File: src/rtl/link_serial_tx.sv
// link_serial_tx: transmit end of the board-to-board audio link.
// Bytes pushed on byteIn/byteValid are buffered in a small FIFO and sent on
// txd as async characters: start bit, 8 data bits LSB first, optional even
// parity bit, stop bit. There is no back-pressure: a push into a full FIFO
// (with no pop in the same cycle) is dropped and latched in the overflow flag.

module link_serial_tx #(
    parameter int CLKS_PER_BIT = 234,
    parameter int FIFO_AW      = 4,
    parameter int PARITY_EN    = 1
) (
    input  logic               clk,
    input  logic               reset,
    input  logic [7:0]         byteIn,
    input  logic               byteValid,
    output logic               txd,
    output logic               linkBusy,
    output logic [FIFO_AW:0]   fifoCount,
    output logic               overflow
);

    // ------------------------------------------------------------------
    // Constants
    // ------------------------------------------------------------------
    localparam int                DEPTH     = 1 << FIFO_AW;
    localparam logic [FIFO_AW:0]  DEPTH_CNT = (FIFO_AW + 1)'(DEPTH);
    localparam int                BAUD_W    = (CLKS_PER_BIT > 1) ? $clog2(CLKS_PER_BIT) : 1;
    localparam logic [BAUD_W-1:0] BAUD_LAST = BAUD_W'(CLKS_PER_BIT - 1);

    localparam logic [2:0] ST_IDLE   = 3'd0;
    localparam logic [2:0] ST_START  = 3'd1;
    localparam logic [2:0] ST_DATA   = 3'd2;
    localparam logic [2:0] ST_PARITY = 3'd3;
    localparam logic [2:0] ST_STOP   = 3'd4;

    // ------------------------------------------------------------------
    // State
    // ------------------------------------------------------------------
    logic [7:0]          mem_q [DEPTH];
    logic [FIFO_AW-1:0]  wr_ptr_q, wr_ptr_d;
    logic [FIFO_AW-1:0]  rd_ptr_q, rd_ptr_d;
    logic [FIFO_AW:0]    count_q,  count_d;
    logic                ovf_q,    ovf_d;

    logic [2:0]          state_q,  state_d;
    logic [BAUD_W-1:0]   baud_q,   baud_d;
    logic [2:0]          bit_q,    bit_d;
    logic [7:0]          shift_q,  shift_d;
    logic                par_q,    par_d;
    logic                txd_q,    txd_d;

    logic                pop;
    logic                push;
    logic                baud_end;
    logic [7:0]          head_byte;

    // The head byte is read combinationally so that the single IDLE cycle
    // can both see a non-empty FIFO and load the shift register.
    assign head_byte = mem_q[rd_ptr_q];
    assign baud_end  = (baud_q == BAUD_LAST);

    // FIFO handshake: pop whenever the FSM is idle with data waiting; a push
    // is accepted when there is room or a slot is freed by the same-cycle pop.
    always_comb begin
        pop  = (state_q == ST_IDLE) && (count_q != '0);
        push = byteValid && ((count_q != DEPTH_CNT) || pop);
    end

    // FIFO pointer, occupancy and sticky overflow next-state.
    always_comb begin
        wr_ptr_d = wr_ptr_q;
        rd_ptr_d = rd_ptr_q;
        count_d  = count_q;
        ovf_d    = ovf_q;
        if (push) begin
            wr_ptr_d = wr_ptr_q + FIFO_AW'(1);
        end
        if (pop) begin
            rd_ptr_d = rd_ptr_q + FIFO_AW'(1);
        end
        case ({push, pop})
            2'b10:   count_d = count_q + (FIFO_AW + 1)'(1);
            2'b01:   count_d = count_q - (FIFO_AW + 1)'(1);
            default: count_d = count_q;
        endcase
        if (byteValid && !push) begin
            ovf_d = 1'b1;
        end
    end

    // Framing FSM: sequences start/data/parity/stop, each CLKS_PER_BIT long.
    always_comb begin
        state_d = state_q;
        baud_d  = baud_q;
        bit_d   = bit_q;
        shift_d = shift_q;
        par_d   = par_q;
        case (state_q)
            ST_IDLE: begin
                baud_d = '0;
                bit_d  = 3'd0;
                if (pop) begin
                    shift_d = head_byte;
                    par_d   = ^head_byte;
                    state_d = ST_START;
                end
            end
            ST_START: begin
                if (baud_end) begin
                    baud_d  = '0;
                    bit_d   = 3'd0;
                    state_d = ST_DATA;
                end else begin
                    baud_d = baud_q + BAUD_W'(1);
                end
            end
            ST_DATA: begin
                if (baud_end) begin
                    baud_d  = '0;
                    shift_d = {1'b0, shift_q[7:1]};
                    if (bit_q == 3'd7) begin
                        bit_d   = 3'd0;
                        state_d = (PARITY_EN != 0) ? ST_PARITY : ST_STOP;
                    end else begin
                        bit_d = bit_q + 3'd1;
                    end
                end else begin
                    baud_d = baud_q + BAUD_W'(1);
                end
            end
            ST_PARITY: begin
                if (baud_end) begin
                    baud_d  = '0;
                    state_d = ST_STOP;
                end else begin
                    baud_d = baud_q + BAUD_W'(1);
                end
            end
            ST_STOP: begin
                if (baud_end) begin
                    baud_d  = '0;
                    state_d = ST_IDLE;
                end else begin
                    baud_d = baud_q + BAUD_W'(1);
                end
            end
            default: begin
                baud_d  = '0;
                bit_d   = 3'd0;
                state_d = ST_IDLE;
            end
        endcase
    end

    // Line level for the upcoming cycle, derived from the next state so that
    // txd comes straight from a flop and changes on the state transition edge.
    always_comb begin
        txd_d = 1'b1;
        case (state_d)
            ST_START:  txd_d = 1'b0;
            ST_DATA:   txd_d = shift_d[0];
            ST_PARITY: txd_d = par_d;
            default:   txd_d = 1'b1;
        endcase
    end

    // FIFO storage: written only, no reset needed since pointers are cleared.
    always_ff @(posedge clk) begin
        if (push) begin
            mem_q[wr_ptr_q] <= byteIn;
        end
    end

    // All control state; reset abandons any frame in progress and idles the line.
    always_ff @(posedge clk or posedge reset) begin
        if (reset) begin
            wr_ptr_q <= '0;
            rd_ptr_q <= '0;
            count_q  <= '0;
            ovf_q    <= 1'b0;
            state_q  <= ST_IDLE;
            baud_q   <= '0;
            bit_q    <= 3'd0;
            shift_q  <= 8'h00;
            par_q    <= 1'b0;
            txd_q    <= 1'b1;
        end else begin
            wr_ptr_q <= wr_ptr_d;
            rd_ptr_q <= rd_ptr_d;
            count_q  <= count_d;
            ovf_q    <= ovf_d;
            state_q  <= state_d;
            baud_q   <= baud_d;
            bit_q    <= bit_d;
            shift_q  <= shift_d;
            par_q    <= par_d;
            txd_q    <= txd_d;
        end
    end

    // Outputs.
    always_comb begin
        txd       = txd_q;
        fifoCount = count_q;
        overflow  = ovf_q;
        linkBusy  = (state_q != ST_IDLE) || (count_q != '0);
    end

endmodule

File: config.mk
export PLATFORM = sky130hd
export DESIGN_NAME = link_serial_tx
export DESIGN_NICKNAME = d
export VERILOG_FILES = /design/src/rtl/link_serial_tx.sv
export SDC_FILE = /design/constraint.sdc
export NUM_CORES = 1
export LEC_CHECK = 0
export ABC_AREA = 1
export BUFFER_PORTS_ARGS = -buffer_cell sky130_fd_sc_hd__buf_2
export CORE_ASPECT_RATIO = 0.8
export CORE_MARGIN = 1.5
export CORE_UTILIZATION = 62
export DETAILED_ROUTE_END_ITERATION = 10
export GPL_TIMING_DRIVEN = 0
export PLACE_DENSITY_LB_ADDON = 0.05
export SETUP_SLACK_MARGIN = 0.1
export SLEW_MARGIN = 20
export SYNTH_ARGS = -nofsm -noshare
export SYNTH_HDL_FRONTEND = slang
export SYNTH_SLANG_ARGS = --single-unit
File: constraint.sdc
create_clock -name clk -period 3 [get_ports clk]
set_clock_uncertainty 0.05 [all_clocks]
set_input_delay 0.6 -clock clk [delete_from_list [all_inputs] [get_ports clk]]
set_output_delay 0.6 -clock clk [all_outputs]
set_load 0.005 [all_outputs]
; ---- Word level (Yosys, flattened, before mapping)
; Memories as Yosys holds them, arrays and structs flattened.
; Cells that the tools add are included.
[classes]
add_sub_neg = 6
multipliers = 0
div_mod_pow = 0
n_lt_le_gt_ge = 0
eq_ne = 15
n_shift = 0
mux = 22
bitwise = 1
reduce_logical = 16
[op_table]
columns = cell, count
row1 = $mux W8, 4
row2 = $mux W3, 9
row3 = $pmux W8 S2, 1
row4 = $pmux W3 S5, 1
row5 = $eq A3 B2 Y1 const B, 4
row6 = $pmux W5 S2, 1
row7 = $pmux W3 S3, 1
row8 = $add A4 B1 Y4 const B, 2
row9 = $add A8 B1 Y8 const B, 1
row10 = $eq A8 B8 Y1 const B, 1
row11 = $reduce_xor A8 Y1, 1
row12 = $eq A3 B1 Y1 const B, 2
row13 = $eq A3 B3 Y1 const B, 2
row14 = $ne A2 B2 Y1 const B, 3
row15 = $reduce_and A3 Y1, 2
row16 = $add A5 B1 Y5 const B, 1
row17 = $ne A5 B5 Y1 const B, 1
row18 = $reduce_bool A5 Y1, 1
row19 = $sub A5 B1 Y5 const B, 1
row20 = $mux W1, 4
row21 = $reduce_bool A2 Y1, 2
row22 = $reduce_or A4 Y1, 1
row23 = $add A3 B1 Y3 const B, 1
row24 = $logic_and A1 B1 Y1, 3
row25 = other kinds (9), 10
[totals]
register_bits = 38
latchBits = 0
ramBits = 128
romBits = 0
input_bits = 11
output_inout_bits = 8
word_cells = 72
n_memories = 1
[memory_table]
columns = memory, depth, width, rd, rd_ports_with_merged_regs, write_ports, line
row1 = mem_q, 16, 8, 1, 0, 1, 39  ; logic [7:0] mem_q [DEPTH];

; ---- Logic depth before layout (Yosys ltp)
[logic_depth]
depth_word = 6
ltp_mapped = 20
ltp_nobuf = 18

; ---- Worst setup path before layout
; Ideal clock, no wire load.
[synth_path]
kind = reg-to-reg
start = register count_q[0], in the netlist fifoCount[0]
end = register count_q[4], in the netlist fifoCount[4]
setup_ns = 0.118
arrival_time_ns = 2.011
required_time_ns = 2.832
path_slack_ns = 0.821
path_stages_with_launch = 16
path_buffers = 0
synth_period_minus_slack_ns = 2.179
path_cell_list = dfrtp_1 -> inv_1 -> nand4_1 -> nor2_1 -> inv_1 -> nand2_1 -> nor2_1 -> inv_1 -> fa_1 -> inv_1 -> nand3_1 -> nand2_1 -> o21ai_0 -> o21ai_0 -> xor2_1 -> inv_1
[synth_via]
elab_chain_cells = 6
elab_cells_between_ends = 11
cone_classes = add/sub (2) / eq/ne (3) / mux (1) / reduce/logical (5)
[synth_rtl]
columns = item, line
row1 = from (decl), 42  ; logic [FIFO_AW:0] count_q, count_d;
row2 = from (signal assigned), 190  ; count_q <= count_d;
row3 = $reduce_bool A5 Y1, 65  ; pop = (state_q == ST_IDLE) && (count_q != '0);
row4 = $logic_and A1 B1 Y1, 65
row5 = $logic_or A1 B1 Y1, 66  ; push = byteValid && ((count_q != DEPTH_CNT) || pop);
row6 = $logic_and A1 B1 Y1, 66
row7 = $eq A2 B1 Y1 / $eq A2 B2 Y1 (equally long branches), 81  ; case ({push, pop})
row8 = $pmux W5 S2 / $reduce_bool A2 Y1 (equally long branches), --
; Several ways; a longest one is shown, not always the timed one.
; A chain may end at the register's enable or synchronous reset.

; ---- Worst setup path after layout
[layout_path]
start = register state_q[1]
end = memory mem_q[10][0], enable pin
[layout_via]
elab_chain_cells = 6
[layout_rtl]
columns = item, line
row1 = from (decl), 45  ; logic [2:0] state_q, state_d;
row2 = from (signal assigned), 192  ; state_q <= state_d;
row3 = $logic_not A3 Y1, 65
row4 = $logic_and A1 B1 Y1, 65
row5 = $logic_or A1 B1 Y1, 66
row6 = $logic_and A1 B1 Y1, 66
row7 = $mux W1, 169  ; if (push) begin
row8 = $mux W1 (not written as such), 170  ; mem_q[wr_ptr_q] <= byteIn;
row9 = to (decl), 39
; Every way passes these cells.

==> impl_metrics.json <==
{
  "outcome": "completed",
  "seq_area_sq_um": 4796,
  "post-route-period-util_pct": 89.50,
  "antenna_found_initial": 0,
  "arrival_ns": 2.68,
  "num_vias": 5519,
  "yosysUniqueCellTypes": 31,
  "totalWireLength_microns": 17880,
  "grt_setup_unrepaired": "no",
  "layout_commonest_cell": "nand2_1",
  "startpoint_type": "flip-flop",
  "die_area_sq_um": 12770,
  "worstPathRequired_ns": 2.99,
  "leakage_nw": 3.644,
  "tns_ns": 0,
  "synth_area_per_cell_sq_um": 9.922,
  "drt-pass1-iter-count": 5,
  "fp.dieW_microns": 126.0,
  "met2_length_microns": 7837,
  "portBuffers": 18,
  "num-fill-cells": 824,
  "syn_inst": 756,
  "gp_congestion": 0.9369,
  "dr_wl_met3_microns": 2136,
  "start_util_pct": 64.39,
  "clk_latency_ns": 0.43,
  "vias_per_cell": 5.785,
  "syn_nets": 780,
  "post_cts_buffers": 0,
  "drc_errors": 0,
  "gr-usage-all-layers_pct": 29.95,
  "total_power_mw": 8.202,
  "criticalPathCategory": "reg2reg",
  "netlist_area_sq_um": 7501,
  "fmax_ghz": 0.3724,
  "cts.sinks": 166,
  "cts_tree": "done",
  "maxSlewViolCount": 0,
  "yosysSeqAreaShare_pct": 63.94,
  "overflow": 0,
  "reg2reg_from": "state_q[1]",
  "final_cell_mix": "240 x nand2_1, 128 x edfxtp_1, 88 x inv_1",
  "area.growth.synth_to_final_pct": 11.84,
  "synth-edff-count": 128,
  "hold_class": "in2async",
  "highest_layer": "met4",
  "synth_ff_type": "edfxtp_1",
  "ios": 19,
  "grt_max_degree": 29,
  "ant_nets": 0,
  "vdd_drop_max_uv": 639.1,
  "tightest_slew_ns": 1.015,
  "numCtsBuffers": 17,
  "grt_pass1_vias": 5047,
  "drt-initial-drc-count": 706,
  "clk_pin_slew_ns": 0.06,
  "crit_path_end_kind": "flip-flop",
  "period_minus_slack_ns": 2.685,
  "die_h_microns": 101.4,
  "hpwl_microns": 12120,
  "layout.nets": 818,
  "ys_ff_latch": 166,
  "async_reset_ff_share_pct": 22.89,
  "power_density_nw_per_um2": 977.7,
  "hold_violations": 0,
  "core_sq_um": 11650,
  "clock-root-buffer": "clkbuf_16",
  "crit_start": "state_q[1]",
  "finalSetupViolCount": 0,
  "cp_max_fo": 9,
  "fp-row-count": 35,
  "avgRoutedWirePerCell_microns": 18.74,
  "clockBufferDepth": 2,
  "h-tree-depth": 4,
  "drive_above_1_share_pct": 10.05,
  "synth_warnings": 0,
  "multi_input_area_sq_um": 2200,
  "slew_headroom_pct": 32.09,
  "grt_pass1_wl_microns": 27740,
  "num_antenna_cells": 0,
  "maxCapViolCount": 0,
  "route.layer.met1.wl_microns": 7582,
  "r2r_slack_ns": 0.31
}
## where the power goes
part / leakage [nW] / switching, mW / internal [mW]
logic: 1.73 / 2.05 / 0.924
registers: 1.62 / 0.196 / 2.86
clock network: 0.289 / 0.875 / 1.30
total: 3.64 / 3.12 / 5.08
## final timing paths
| path | endpoint | cells after the start |
|---|---|---|
| setup / recovery | mem_q[10][0] | 5 |
| min in group clk | overflow | 1 |
| hold / removal | fifoCount[3] | 2 |
| hold reg to reg | overflow | 1 |
| setup reg to reg | mem_q[10][0] | 5 |
| max in group asynchronous | txd | 3 |
## Yosys cell counts (all sizes together) (11+ instances only)
cell type	n	share of area, %
buf	22	1.8
dfrtp	37	12
edfxtp	128	51
ha	12	2.0
inv	92	4.6
nand2	242	12
nand3	85	5.7
nor2	50	2.5
nor3	12	0.80
o211ai	11	1.1
o21ai	21	1.4
xor2	11	1.3
## logic make-up after synthesis
kind of cell,synth area share (%)
flip-flops,63.94
AO/OA/AOI/OAI,3.803
buffers and inverters,6.839
AND/OR/NAND/NOR,21.75
XOR/XNOR,1.401
adder cells (fa/ha/maj),2.269
## flip-flops by register name (all words and copies together), names as in the netlist
signal,flops
baud_q,8
mem_q,128
overflow,1
bit_q,3
fifoCount,5
par_q,1
txd,1
wr_ptr_q,4
state_q,3
rd_ptr_q,4
shift_q,8
## per-stage QoR
stage | cells | worst slack (ns) | utilization [%] | instance area, sq um | hold WS, ns
2_1_floorplan | 756 | 0.8209 | - | 7501 | 0.3900
3_3_place_gp | 922 | 0.2744 | 66.76 | 7776 | 0.3967
3_5_place_dp | 923 | 0.2337 | 66.93 | 7796 | 0.4086
4_1_cts | 954 | 0.2113 | 71.95 | 8382 | 0.04995
5_1_grt | 954 | 0.1045 | 72.02 | 8389 | 0.06072
6_report | 954 | 0.3149 | 72.02 | 8389 | 0.04597
## layer usage
layer,vias to the layer above,track usage [%]
met2,292,42.52
met1,2636,43.95
met5,-,0
met3,30,9.245
met4,0,11.41
li1,2561,-
## critical path, stage by stage, from the launching register on
cell and delay, ns:
dfrtp_1 0.43, nor3_2 0.30, inv_1 0.15, a21boi_2 0.36
nand2_1 0.20, nor2_1 0.81
## layout make-up
cell class / count / area share [%]
sequential: 166 / 57.17
multi-input combinational: 468 / 26.22
clock buffer: 18 / 5.116
inverter: 95 / 4.251
tap: 148 / 2.207
clock inverter: 13 / 1.864
buffer: 27 / 1.864
timing repair buffer: 19 / 1.312
## what timing repair did
action / 4_1_cts / 5_1_grt
resized for setup: 0 / 2
hold buffers: 0 / 0
setup endpoints to repair: 0 / 114
No activity file was read; power rests on OpenSTA's default activity.
